[src/rtl/axis_rs232_tx_scheduler_if.sv]
// Stream bundle between the channel sources, the scheduler and the RS232 transmit chain.
// Input side: CHANNELS byte lanes with per-lane valid/ready. Output side: one byte stream.
interface axis_rs232_tx_scheduler_if #(
    parameter int unsigned CHANNELS = 4
);
    logic [8*CHANNELS-1:0] idata;
    logic [CHANNELS-1:0]   ivalid;
    logic [CHANNELS-1:0]   iready;
    logic [7:0]            odata;
    logic                  ovalid;
    logic                  oready;
    logic [CHANNELS-1:0]   grant;
    logic                  busy;

    // Scheduler side.
    modport slave (
        input  idata,
        input  ivalid,
        input  oready,
        output iready,
        output odata,
        output ovalid,
        output grant,
        output busy
    );

    // Environment side: drives the sources and the downstream ready.
    modport master (
        output idata,
        output ivalid,
        output oready,
        input  iready,
        input  odata,
        input  ovalid,
        input  grant,
        input  busy
    );
endinterface

[src/rtl/axis_rs232_tx_scheduler.sv]
// Round-robin scheduler sharing one RS232 transmit byte stream among CHANNELS sources.
// Each grant emits a header byte 8'hF0|k followed by up to BURST data bytes of channel k.
// Optional feature macro TX_TRAILER_EN: when defined, every frame ends with a byte-count
// trailer (1..BURST); when undefined, frames are header + data only.
module axis_rs232_tx_scheduler #(
    parameter int unsigned CHANNELS = 4,
    parameter int unsigned BURST    = 16
) (
    input  logic                            clock,
    input  logic                            reset,
    axis_rs232_tx_scheduler_if.slave        bus
);

    localparam int unsigned IdxW     = $clog2(CHANNELS);
    localparam logic [7:0]  BurstMax = 8'(BURST);

    typedef enum logic [1:0] {
        StIdle,
        StHeader,
`ifdef TX_TRAILER_EN
        StData,
        StTrailer
`else
        StData
`endif
    } state_t;

    state_t              state_q;
    logic [IdxW-1:0]     last_q;     // last granted channel; owner while a grant is active
    logic [7:0]          count_q;
    logic [7:0]          odata_q;
    logic                ovalid_q;
    logic [CHANNELS-1:0] grant_q;

    logic                accept;
    logic                room;
    logic                hit;
    logic [IdxW-1:0]     pick;
    logic [IdxW:0]       cand;
    logic                sel_valid;
    logic [7:0]          sel_byte;
    logic                take;

    assign accept = !ovalid_q || bus.oready;
    assign room   = (count_q != BurstMax);
    assign take   = (state_q == StData) && accept && room && sel_valid;

    // Round-robin search starting just after the previous owner.
    always_comb begin
        hit  = 1'b0;
        pick = '0;
        cand = '0;
        for (int unsigned i = 1; i <= CHANNELS; i++) begin
            cand = {1'b0, last_q} + (IdxW+1)'(i);
            if (cand >= (IdxW+1)'(CHANNELS)) begin
                cand = cand - (IdxW+1)'(CHANNELS);
            end
            if (!hit && bus.ivalid[cand[IdxW-1:0]]) begin
                hit  = 1'b1;
                pick = cand[IdxW-1:0];
            end
        end
    end

    // Select the owner's lane.
    always_comb begin
        sel_valid = 1'b0;
        sel_byte  = 8'h00;
        for (int unsigned c = 0; c < CHANNELS; c++) begin
            if (last_q == IdxW'(c)) begin
                sel_valid = bus.ivalid[c];
                sel_byte  = bus.idata[8*c +: 8];
            end
        end
    end

    // Ready goes only to the owner, only while data may be loaded and the burst has room.
    always_comb begin
        bus.iready = '0;
        if ((state_q == StData) && accept && room) begin
            bus.iready = grant_q;
        end
    end

    assign bus.odata  = odata_q;
    assign bus.ovalid = ovalid_q;
    assign bus.grant  = grant_q;
    assign bus.busy   = (state_q != StIdle);

    // Scheduler FSM and registered output stage.
    always_ff @(posedge clock or posedge reset) begin
        if (reset) begin
            state_q  <= StIdle;
            last_q   <= IdxW'(CHANNELS - 1);
            count_q  <= 8'h00;
            odata_q  <= 8'h00;
            ovalid_q <= 1'b0;
            grant_q  <= '0;
        end else begin
            // A completed transfer empties the output register unless reloaded below.
            if (ovalid_q && bus.oready) begin
                ovalid_q <= 1'b0;
            end
            case (state_q)
                StIdle: begin
                    if (hit) begin
                        grant_q <= CHANNELS'(1) << pick;
                        last_q  <= pick;
                        state_q <= StHeader;
                    end
                end
                StHeader: begin
                    if (accept) begin
                        odata_q  <= 8'hF0 | 8'(last_q);
                        ovalid_q <= 1'b1;
                        count_q  <= 8'h00;
                        state_q  <= StData;
                    end
                end
                StData: begin
                    if (take) begin
                        odata_q  <= sel_byte;
                        ovalid_q <= 1'b1;
                        count_q  <= count_q + 8'd1;
                        if (count_q + 8'd1 == BurstMax) begin
`ifdef TX_TRAILER_EN
                            state_q <= StTrailer;
`else
                            state_q <= StIdle;
                            grant_q <= '0;
`endif
                        end
                    end else if (accept) begin
                        // Source gap (or a full burst) ends the frame.
`ifdef TX_TRAILER_EN
                        state_q <= StTrailer;
`else
                        state_q <= StIdle;
                        grant_q <= '0;
`endif
                    end
                end
`ifdef TX_TRAILER_EN
                StTrailer: begin
                    if (accept) begin
                        odata_q  <= count_q;
                        ovalid_q <= 1'b1;
                        state_q  <= StIdle;
                        grant_q  <= '0;
                    end
                end
`endif
                default: begin
                    state_q <= StIdle;
                    grant_q <= '0;
                end
            endcase
        end
    end

endmodule

[src/flat_wrapper.sv]
// flat-port wrapper written by rule: the top's interface ports become plain ports
module axis_rs232_tx_scheduler_flat 
#(
    parameter int unsigned CHANNELS = 4,
    parameter int unsigned BURST    = 16
)
  (clock, reset, bus_idata, bus_ivalid, bus_oready, bus_iready, bus_odata, bus_ovalid, bus_grant, bus_busy);
  axis_rs232_tx_scheduler_if #(.CHANNELS(CHANNELS)) bus_i ();
  input  logic clock;
  input  logic reset;
  input wire logic [$bits(bus_i.idata)-1:0] bus_idata;
  input wire logic [$bits(bus_i.ivalid)-1:0] bus_ivalid;
  input wire logic [$bits(bus_i.oready)-1:0] bus_oready;
  output wire logic [$bits(bus_i.iready)-1:0] bus_iready;
  output wire logic [$bits(bus_i.odata)-1:0] bus_odata;
  output wire logic [$bits(bus_i.ovalid)-1:0] bus_ovalid;
  output wire logic [$bits(bus_i.grant)-1:0] bus_grant;
  output wire logic [$bits(bus_i.busy)-1:0] bus_busy;
  assign bus_i.idata = bus_idata;
  assign bus_i.ivalid = bus_ivalid;
  assign bus_i.oready = bus_oready;
  assign bus_iready = bus_i.iready;
  assign bus_odata = bus_i.odata;
  assign bus_ovalid = bus_i.ovalid;
  assign bus_grant = bus_i.grant;
  assign bus_busy = bus_i.busy;
  axis_rs232_tx_scheduler #(.CHANNELS(CHANNELS), .BURST(BURST)) u_core (.clock(clock), .reset(reset), .bus(bus_i));
endmodule
[config.mk]
export PLATFORM = sky130hd
export DESIGN_NAME = axis_rs232_tx_scheduler_flat
export DESIGN_NICKNAME = d
export VERILOG_FILES = /design/src/rtl/axis_rs232_tx_scheduler_if.sv /design/src/rtl/axis_rs232_tx_scheduler.sv /design/src/flat_wrapper.sv
export SDC_FILE = /design/constraint.sdc
export NUM_CORES = 1
export LEC_CHECK = 0
export CAP_MARGIN = 30
export CORE_MARGIN = 4
export CORE_UTILIZATION = 45
export CTS_CLUSTER_SIZE = 12
export DETAILED_ROUTE_END_ITERATION = 6
export HOLD_SLACK_MARGIN = 0.08
export PLACE_DENSITY = 0.75
export SETUP_SLACK_MARGIN = 0.4
export SLEW_MARGIN = 20
export SYNTH_ARGS = -nofsm -noshare
export SYNTH_HDL_FRONTEND = slang
export SYNTH_SLANG_ARGS = --single-unit
[constraint.sdc]
create_clock -name clock -period 3.5 [get_ports clock]
set_clock_uncertainty 0.15 [all_clocks]
set_input_delay 0.35 -clock clock [delete_from_list [all_inputs] [get_ports clock]]
set_output_delay 0.35 -clock clock [all_outputs]
set_load 0.05 [all_outputs]
==> qor.csv, run 1 <==
metric,value,unit
Yosys top cell area share,29.2,%
Total GRT Usage,19.1,%
Die Area,0.00551,sq mm
fmax,356,MHz
# setup viols final,0,
post-synthesis compound-gate area fraction,26.0,%
Ports,57,
drt pass-1 iters,5,
final-report max-slew violation count,0,
vias in the first global route,1860,
Core ar.,0.00412,sq mm
"Distinct cells, synth",51,
static leakage,1.17,nW
Vias,1863,
DR WL/cell,14.7,um
Area Growth Syn to Fin,34.4,%
Worst Path Arrival,2.83,ns
drt via density,5.59,
"Reg clk slew, reported paths",0.09,ns
Synth Flop Type,dfrtp_1,
Die W,74.2,um
CTS root buf,clkbuf_8,
antenna violations before repair,0,
total design power,0.00232,W
Num CTS Buffers,3,
die height,74.2,um
residual DRC count,0,
"antenna viol nets, final",0,
"EDFF count, synth",0,
adder-cell share of the synthesized area,5.71,%
Syn. warnings,0,
post-synthesis mux area share,8.05,%
Hold Fails Final Rpt,0,
postcts setup bufs,0,
Post-Syn Nets,279,
hold_buf cts,0,
Final Cell Area,0.00265,sq mm
Area contributors post-synth,"dfrtp_1 (29%), nand2_1 (5.9%), ha_1 (5.7%), a21oi_1 (3.6%), mux4_2 (3.4%)",
largest family of logic cells by synthesized area,compound AO/OA/AOI/OAI gates,
sequential-to-total area share from yosys stat,31.8,%
share of layout cells above drive strength 1,8.48,%
fin cells,333,
CTS resizes,0,
Crit path required time,3.53,ns
depth of the CTS H-tree,1,
crit-path max FO,6,
clk_lat worst skew,0.28,ns
crit end category,flop,
Setup crit start kind,flop,
Num Clock Sinks,25,
1st-iter DRT viols,138,
crit share post-route,80.2,%
Final Critical Period,2.81,ns
CTS tree,built,
placed cell count,329,
setup tns final,0,ns
global-route wire length before repair,8380,um
GPL Wtd Cong,0.948,
# fillers,370,
RSZ-0062 raised after global routing,false,
Post-DP HPWL,3820,um
largest net degree at the start of global routing,20,
ys async rst share,100,%
Power Density,874,mW/mm^2
Row Count,23,
diode count,0,
syn avg cell area,8.54,sq um
Slew @ Worst Pin,0.743,ns
# port buffers,56,
final core occ,64.5,%
Synth area leader,dfrtp_1,
gr ovfl total,0,
max capacitance violation total,0,
outcome,"complete, no violations",
starting density of the core,47.9,%
xor-xnor portion of the synthesized cell area,1.33,%
Placed Area,0.00259,sq mm
Slew headroom,50.2,%
Final Net Count,332,
Peak VDD IR,0.567,mV
total wire length,4880,um
HP Class,in2async,
Simple-Gate Fraction of Synth Area,21.2,%
synthesis-stage register bit count,25,
Mapped Cells,231,
Clock Path Buffers,2,
Syn Std Cell Area,0.00197,sq mm
CP Class,reg2reg,
## worst max-delay path, cell delays in order, from the launching register on
cell and delay (ns):
dfstp_2 0.56, inv_1 0.09, ha_1 0.43, mux4_2 0.34, or2_1 0.25, a221o_1 0.31, o2111ai_2 0.09, o31ai_2 0.15
o41ai_2 0.34
## per-stage QoR
| stage | setup WS [ns] | hold slack (ns) |
|---|---|---|
| floorplan | 0.472 | 0.226 |
| global placement | 0.645 | 0.313 |
| detailed placement | 0.621 | 0.327 |
| CTS | 0.507 | 0.172 |
| global route | 0.452 | 0.196 |
| finish | 0.694 | 0.166 |
## sequential cells by signal (all words and copies together) (netlist names)
signal,flops
u_core.bus.odata,8
u_core.count_q,8
u_core.bus.grant,4
u_core.last_q,2
u_core.state_q,2
u_core.bus.ovalid,1
## report_power, final
part	internal [W]	switching, W
clock network	0.0000809	0.0000981
registers	0.000402	0.0000684
logic	0.000660	0.00101
total	0.00114	0.00118
## metal layers
metal  track usage, %  up-vias  routed length, um
li1                 -      947                  -
met1             25.9      874               2200
met2             33.0       38               2470
met3             3.11        4                186
met4             2.96        0                 27
met5                0        -                  0
## cell usage after synthesis (all sizes together), types with 6 or more instances
cell type,number
a211oi,8
a21o,8
a21oi,14
and2,6
clkbuf,12
dfrtp,23
ha,9
inv,12
nand2,31
nor2,15
nor2b,8
nor3,7
o21ai,12
o31ai,6
## layout make-up
class                   instances  area, sq um  share of cell area, %
clock buffers                   3         41.3                   1.56
clock inverters                 1         7.51                  0.283
inverters                      12         45.0                   1.70
multi-input cells             178         1230                   46.4
flip-flops and latches         25          628                   23.7
well taps                      50         62.6                   2.36
repair buffers                 64          638                   24.1
## worst paths after layout
kind,from,endpoint,slack [ns],depth (start not counted)
worst max-delay path,u_core.last_q[0],u_core.bus.grant[1],0.69,8
max in group asynchronous,reset,u_core.last_q[1],2.54,3
worst min register to register,u_core.bus.odata[2],u_core.bus.odata[2],0.34,2
min in group clock,u_core.bus.odata[2],u_core.bus.odata[2],0.34,2
worst max register to register,u_core.last_q[0],u_core.bus.grant[1],0.69,8
worst min-delay path,reset,u_core.bus.grant[1],0.17,2
## cells by family after synthesis
| group | Yosys count |
|---|---|
| multiplexers | 10 |
| XOR/XNOR | 3 |
| buffers and inverters | 28 |
| AND/OR/NAND/NOR | 86 |
| adder cells (fa/ha/maj) | 9 |
| flip-flops | 25 |
| AO/OA/AOI/OAI | 70 |
## layout by cell type, fill, tap and decap left out, drive strengths merged, types with 8 or more instances in the layout
cell type,instances
buf,8
o21ai,12
ha,9
dfrtp,23
nand2,31
nor2,15
nor2b,8
clkdlybuf4s50,52
a21oi,14
a211oi,8
inv,12
a21o,8
Note: power is estimated with default switching activity, not from simulation.
==> run 2, diff against run 1 <==
Clock period 3.5 ns to 2.6 ns, I/O delays scaled along.
==> run 2 against run 1 <==
  * The flow now finishes with violations (negative setup slack)
  * Wire length up 22%
  * Cell count is 12% higher
  * Worst hold slack gained 0.010 ns
  * Sequential share of layout area shrank 3.7 points
  * Die area did not move
  * Global-route usage is 3.1 points higher
  * Maximum frequency grew 7.0%
  * First-iteration DRC count is 43% higher
  * Critical path depth is the same
  * Critical path type unchanged
==> qor.csv, run 2 (synthesis gave the netlist of run 1 again) <==
metric,value,unit,change
RSZ-0062 raised after global routing,true,,
DR WL/cell,15.9,um,+8.3%
top cell family by delay on the critical path,compound AO/OA/AOI/OAI gates,,
depth of the CTS H-tree,1,,unchanged
"commonest non-fill, non-tap cell in the layout",clkdlybuf4s50_1,,
Peak VDD IR,0.764,mV,+35%
Most Crowded Layer GR,met2,,
CP max stage cell,dfstp_2,,
1st-iter DRT viols,197,,+43%
GR Layer Usage met3,4.05,%,+0.95 points
vias in the first global route,2088,,+12%
Ports,57,,unchanged
fin cells,374,,+12%
Num Clock Sinks,25,,unchanged
CTS tree,built,,
# setup viols final,1,,+1
Final Net Count,373,,+12%
clk_lat worst skew,0.27,ns,about the same
Slew @ Worst Pin,0.520,ns,-0.223 ns
starting density of the core,47.9,%,unchanged
outcome,"finished, violations left",,
Crit path required time,2.62,ns,-0.91 ns
drt pass-1 iters,4,,-1
fmax,381,MHz,+7.0%
Die W,74.2,um,unchanged
GPL Wtd Cong,0.859,,-9.3%
reg2reg path depth,8,,unchanged
largest net degree at the start of global routing,26,,+30%
Crit path buffers/inverters,1,,unchanged
# port buffers,56,,unchanged
Slew headroom,65.2,%,+15 points
final-report max-slew violation count,0,,unchanged
"Reg clk slew, reported paths",0.09,ns,about the same
Power Density,1260,mW/mm^2,+44%
Place WS,-0.0457,ns,-0.666 ns
Vias,2165,,+16%
HP Class,in2async,,
Worst Path Arrival,2.65,ns,-0.18 ns
Die Area,0.00551,sq mm,unchanged
Clock Path Buffers,2,,unchanged
crit path cell chain,"inv_6, ha_4, mux4_2, or2_4, a221o_1, o2111ai_2, o31ai_4, o31ai_1",,
Hold Slack,0.176,ns,+0.0103 ns
die height,74.2,um,unchanged
final core occ,76.6,%,+12 points
crit share post-route,101,%,+21 points
Post-DP HPWL,4220,um,+11%
static leakage,1.35,nW,+15%
CTS root buf,clkbuf_8,,
Final WS setup,-0.0218,ns,-0.716 ns
max capacitance violation total,0,,unchanged
# fillers,306,,-17%
total wire length,5930,um,+22%
drt via density,5.79,,+3.5%
Area Growth Syn to Fin,59.7,%,
setup tns final,-0.0218,ns,-0.0218 ns
diode count,0,,unchanged
gr ovfl total,0,,unchanged
failing checks,negative setup slack,,
antenna violations before repair,0,,unchanged
crit-path max FO,6,,unchanged
met1 usage,28.9,%,+3.0 points
Core ar.,0.00412,sq mm,unchanged
crit end category,flop,,
residual DRC count,0,,unchanged
Hold Fails Final Rpt,0,,unchanged
CP max stage delay,0.64,ns,+0.08 ns
CP Class,reg2reg,,
Total GRT Usage,22.3,%,+3.1 points
most frequent cells in the layout,"clkdlybuf4s50_1 (51), buf_4 (43), nand2_1 (31)",,
Num CTS Buffers,3,,unchanged
share of layout cells above drive strength 1,31.5,%,+23 points
Setup crit start kind,flop,,
Row Count,23,,unchanged
Final Critical Period,2.62,ns,-0.184 ns
"antenna viol nets, final",0,,unchanged
FF-to-FF setup slack,-0.02,ns,-0.72 ns
met2 usage,39.4,%,+6.4 points
WP depth,8,,unchanged
placed cell count,357,,+8.5%
global-route wire length before repair,9650,um,+15%
==> run 2: cell type report <==
class                           count  area [sq um]  area share [%]
Sequential cell                    25           629            20.0
Clock inverter                      1          7.51           0.238
Clock buffer                        3          41.3            1.31
Inverter                           12          50.0            1.59
Timing Repair Buffer              104           978            31.0
Tap cell                           50          62.6            1.98
Multi-Input combinational cell    179          1380            43.9
==> run 2: path summary, 6_finish.rpt <==
kind	start	to
worst min-delay path	reset	u_core.state_q[0]
worst max-delay path	u_core.last_q[0]	u_core.bus.grant[0]
worst min register to register	u_core.bus.odata[2]	u_core.bus.odata[2]
max in group asynchronous	reset	u_core.last_q[1]
worst max register to register	u_core.last_q[0]	u_core.bus.grant[0]
min in group clock	u_core.bus.odata[2]	u_core.bus.odata[2]
==> run 2: report_power, final <==
part           total [W]  switching [W]  internal, W
combinational    0.00307        0.00165      0.00143
sequential      0.000655       0.000113     0.000542
clock           0.000245       0.000136     0.000109
==> run 2: per-stage QoR <==
stage / power, W / instance area, sq um
after floorplan: 0.00255 / 2070
after global placement: 0.00327 / 2890
after detailed placement: 0.00332 / 2890
after CTS: 0.00383 / 3070
after global routing: 0.00427 / 3150
final: 0.00397 / 3150
==> run 2: what timing repair did <==
item	in CTS	in global routing
endpoints found under the hold margin	0	0
cloned	2	0
setup buffers	7	4
gates resized for setup	23	13
setup endpoints to repair	29	28
hold buffers	0	0
pin swaps	13	9
==> run 2: worst register-to-register path, stage by stage (launching register included) <==
cell       delay (ns)
dfstp_2          0.64
inv_6            0.06
ha_4             0.29
mux4_2           0.31
or2_4            0.25
a221o_1          0.30
o2111ai_2        0.11
o31ai_4          0.14
o31ai_1          0.28
==> run 2: metal layers <==
layer	wire length, um	vias to the layer above
met1	2520	1066
met2	3070	53
met5	0	-
met4	84	0
met3	264	10
li1	-	1036
==> run 3, diff against run 2 <==
==> constraint.sdc (replaced) <==
create_clock -name clock -period 2.6 [get_ports clock]
set_clock_uncertainty 0.15 [all_clocks]
set_input_delay 0.52 -clock clock [delete_from_list [all_inputs] [get_ports clock]]
set_output_delay 0.52 -clock clock [all_outputs]
set_load 0.05 [all_outputs]
==> run 3 against run 2 <==
  * The run now ends clean
  * Register-to-register slack better by 0.07 ns
  * Maximum frequency up 2.7%
  * First-iteration DRC count down 31%
  * Highest routed layer unchanged
  * Largest power group unchanged
  * Die area unchanged
  * Clock power down 3%
==> qor.csv, run 3 (synthesis gave the netlist of run 1 again) <==
metric,value,unit,change
crit path cell chain,"inv_6, ha_4, mux4_2, or2_4, a221o_1, o2111ai_2, o31ai_4, mux2_4",,
final-report max-slew violation count,0,,unchanged
antenna violations before repair,0,,unchanged
fmax,392,MHz,+2.7%
Placed Area,0.00289,sq mm,about the same
setup tns final,0,ns,+0.0218 ns
# setup viols final,0,,-1
Setup crit start kind,flop,,
Hold Fails Final Rpt,0,,unchanged
"Reg clk slew, reported paths",0.08,ns,about the same
total wire length,5630,um,-5.1%
Num CTS Buffers,3,,unchanged
global-route wire length before repair,9400,um,-2.6%
"antenna viol nets, final",0,,unchanged
Ports,57,,unchanged
residual DRC count,0,,unchanged
Final Net Count,368,,-1.3%
Core ar.,0.00412,sq mm,unchanged
max capacitance violation total,0,,unchanged
RSZ-0062 raised after global routing,true,,
CTS tree,built,,
HP Class,reg2reg,,
depth of the CTS H-tree,1,,unchanged
gr ovfl total,0,,unchanged
static leakage,1.37,nW,+1.5%
CP max stage delay,0.63,ns,about the same
CP max stage cell,dfstp_2,,
1st-iter DRT viols,136,,-31%
drt pass-1 iters,4,,unchanged
GPL Wtd Cong,0.851,,-1.0%
Final WS setup,0.0468,ns,+0.0686 ns
# port buffers,56,,unchanged
Worst Path Arrival,2.60,ns,-0.05 ns
CP Class,reg2reg,,
Num Clock Sinks,25,,unchanged
crit end category,flop,,
Clock Path Buffers,2,,unchanged
Crit path required time,2.65,ns,+0.03 ns
# fillers,305,,-0.33%
Final Cell Area,0.00307,sq mm,-2.5%
fin cells,369,,-1.3%
outcome,"complete, no violations",,
hold_buf cts,0,,unchanged
"commonest non-fill, non-tap cell in the layout",clkdlybuf4s50_1,,
Area Growth Syn to Fin,55.8,%,
crit-path max FO,5,,-1
largest net degree at the start of global routing,26,,unchanged
most frequent cells in the layout,"clkdlybuf4s50_1 (46), buf_4 (40), nand2_1 (31)",,
DR WL/cell,15.3,um,-3.8%
placed cell count,357,,unchanged
Place WS,-0.257,ns,-0.212 ns
crit share post-route,98.2,%,-2.6 points
clk_lat worst skew,0.27,ns,about the same
Die W,74.2,um,unchanged
Crit path buffers/inverters,1,,unchanged
vias in the first global route,2009,,-3.8%
CTS root buf,clkbuf_8,,
starting density of the core,47.9,%,unchanged
Slew headroom,64.0,%,-1.3 points
Peak VDD IR,0.714,mV,-6.6%
Post-DP HPWL,4160,um,-1.6%
diode count,0,,unchanged
die height,74.2,um,unchanged
drt via density,5.56,,-3.9%
share of layout cells above drive strength 1,28.2,%,-3.3 points
Vias,2053,,-5.2%
Row Count,23,,unchanged
Power Density,1240,mW/mm^2,-1.5%
Total GRT Usage,21.7,%,-0.60 points
top cell family by delay on the critical path,flip-flops,,
Slew @ Worst Pin,0.539,ns,+0.0189 ns
Die Area,0.00551,sq mm,unchanged
Final Critical Period,2.55,ns,-0.0686 ns
## run 3: cell count changes in the layout (fill, tap and decap cells not counted), sizes merged
cell | before | now
dlygate4sd2 | 1 | 3
dlymetal6s2s | 0 | 2
a221o | 3 | 2
clkdlybuf4s50 | 51 | 46
buf | 52 | 49
## run 3: area by class of cell
type	instances	area [sq um]	share of cell area, %
Clock buffer	3	41.3	1.34
Timing Repair Buffer	100	948	30.9
Multi-Input combinational cell	178	1330	43.4
Tap cell	50	62.6	2.04
Inverter	12	52.6	1.71
Sequential cell	25	628	20.4
Clock inverter	1	7.51	0.244
## run 3: metrics by stage
step                hold slack (ns)  util [%]  total power (W)
floorplan                     0.339         -          0.00255
global placement              0.312      70.2          0.00329
detailed placement            0.319      70.2          0.00334
CTS                           0.340      74.0          0.00378
global route                  0.361      74.7          0.00411
finish                        0.336      74.7          0.00382
## run 3: where the power goes
part	switching (W)	internal (W)
sequential	0.000119	0.000543
combinational	0.00157	0.00135
clock	0.000129	0.000109
## run 3: worst paths after layout
kind | startpoint | end | slack (ns) | depth (start not counted)
setup / recovery | u_core.last_q[0] | u_core.last_q[1] | 0.05 | 8
hold / removal | u_core.bus.odata[0] | u_core.bus.odata[0] | 0.34 | 1
setup reg to reg | u_core.last_q[0] | u_core.last_q[1] | 0.05 | 8
hold reg to reg | u_core.bus.odata[0] | u_core.bus.odata[0] | 0.34 | 1
max in group asynchronous | reset | u_core.last_q[1] | 1.56 | 3
min in group asynchronous | reset | u_core.count_q[0] | 0.43 | 3
## run 3: layer usage
layer  up-vias  track usage [%]  part of all wire, %
met1       967             28.3                   42
li1       1019                -                    -
met2        55             37.8                   51
met5         -                0                    0
met4         0             5.14                  2.0
met3        12             3.38                  4.7
## run 3: what timing repair did
action | in CTS | in global routing
hold endpoints to repair | 0 | 0
setup buffers | 7 | 1
pin swaps | 9 | 4
setup endpoints to repair | 28 | 30
gates cloned | 0 | 0
gates resized for setup | 24 | 6
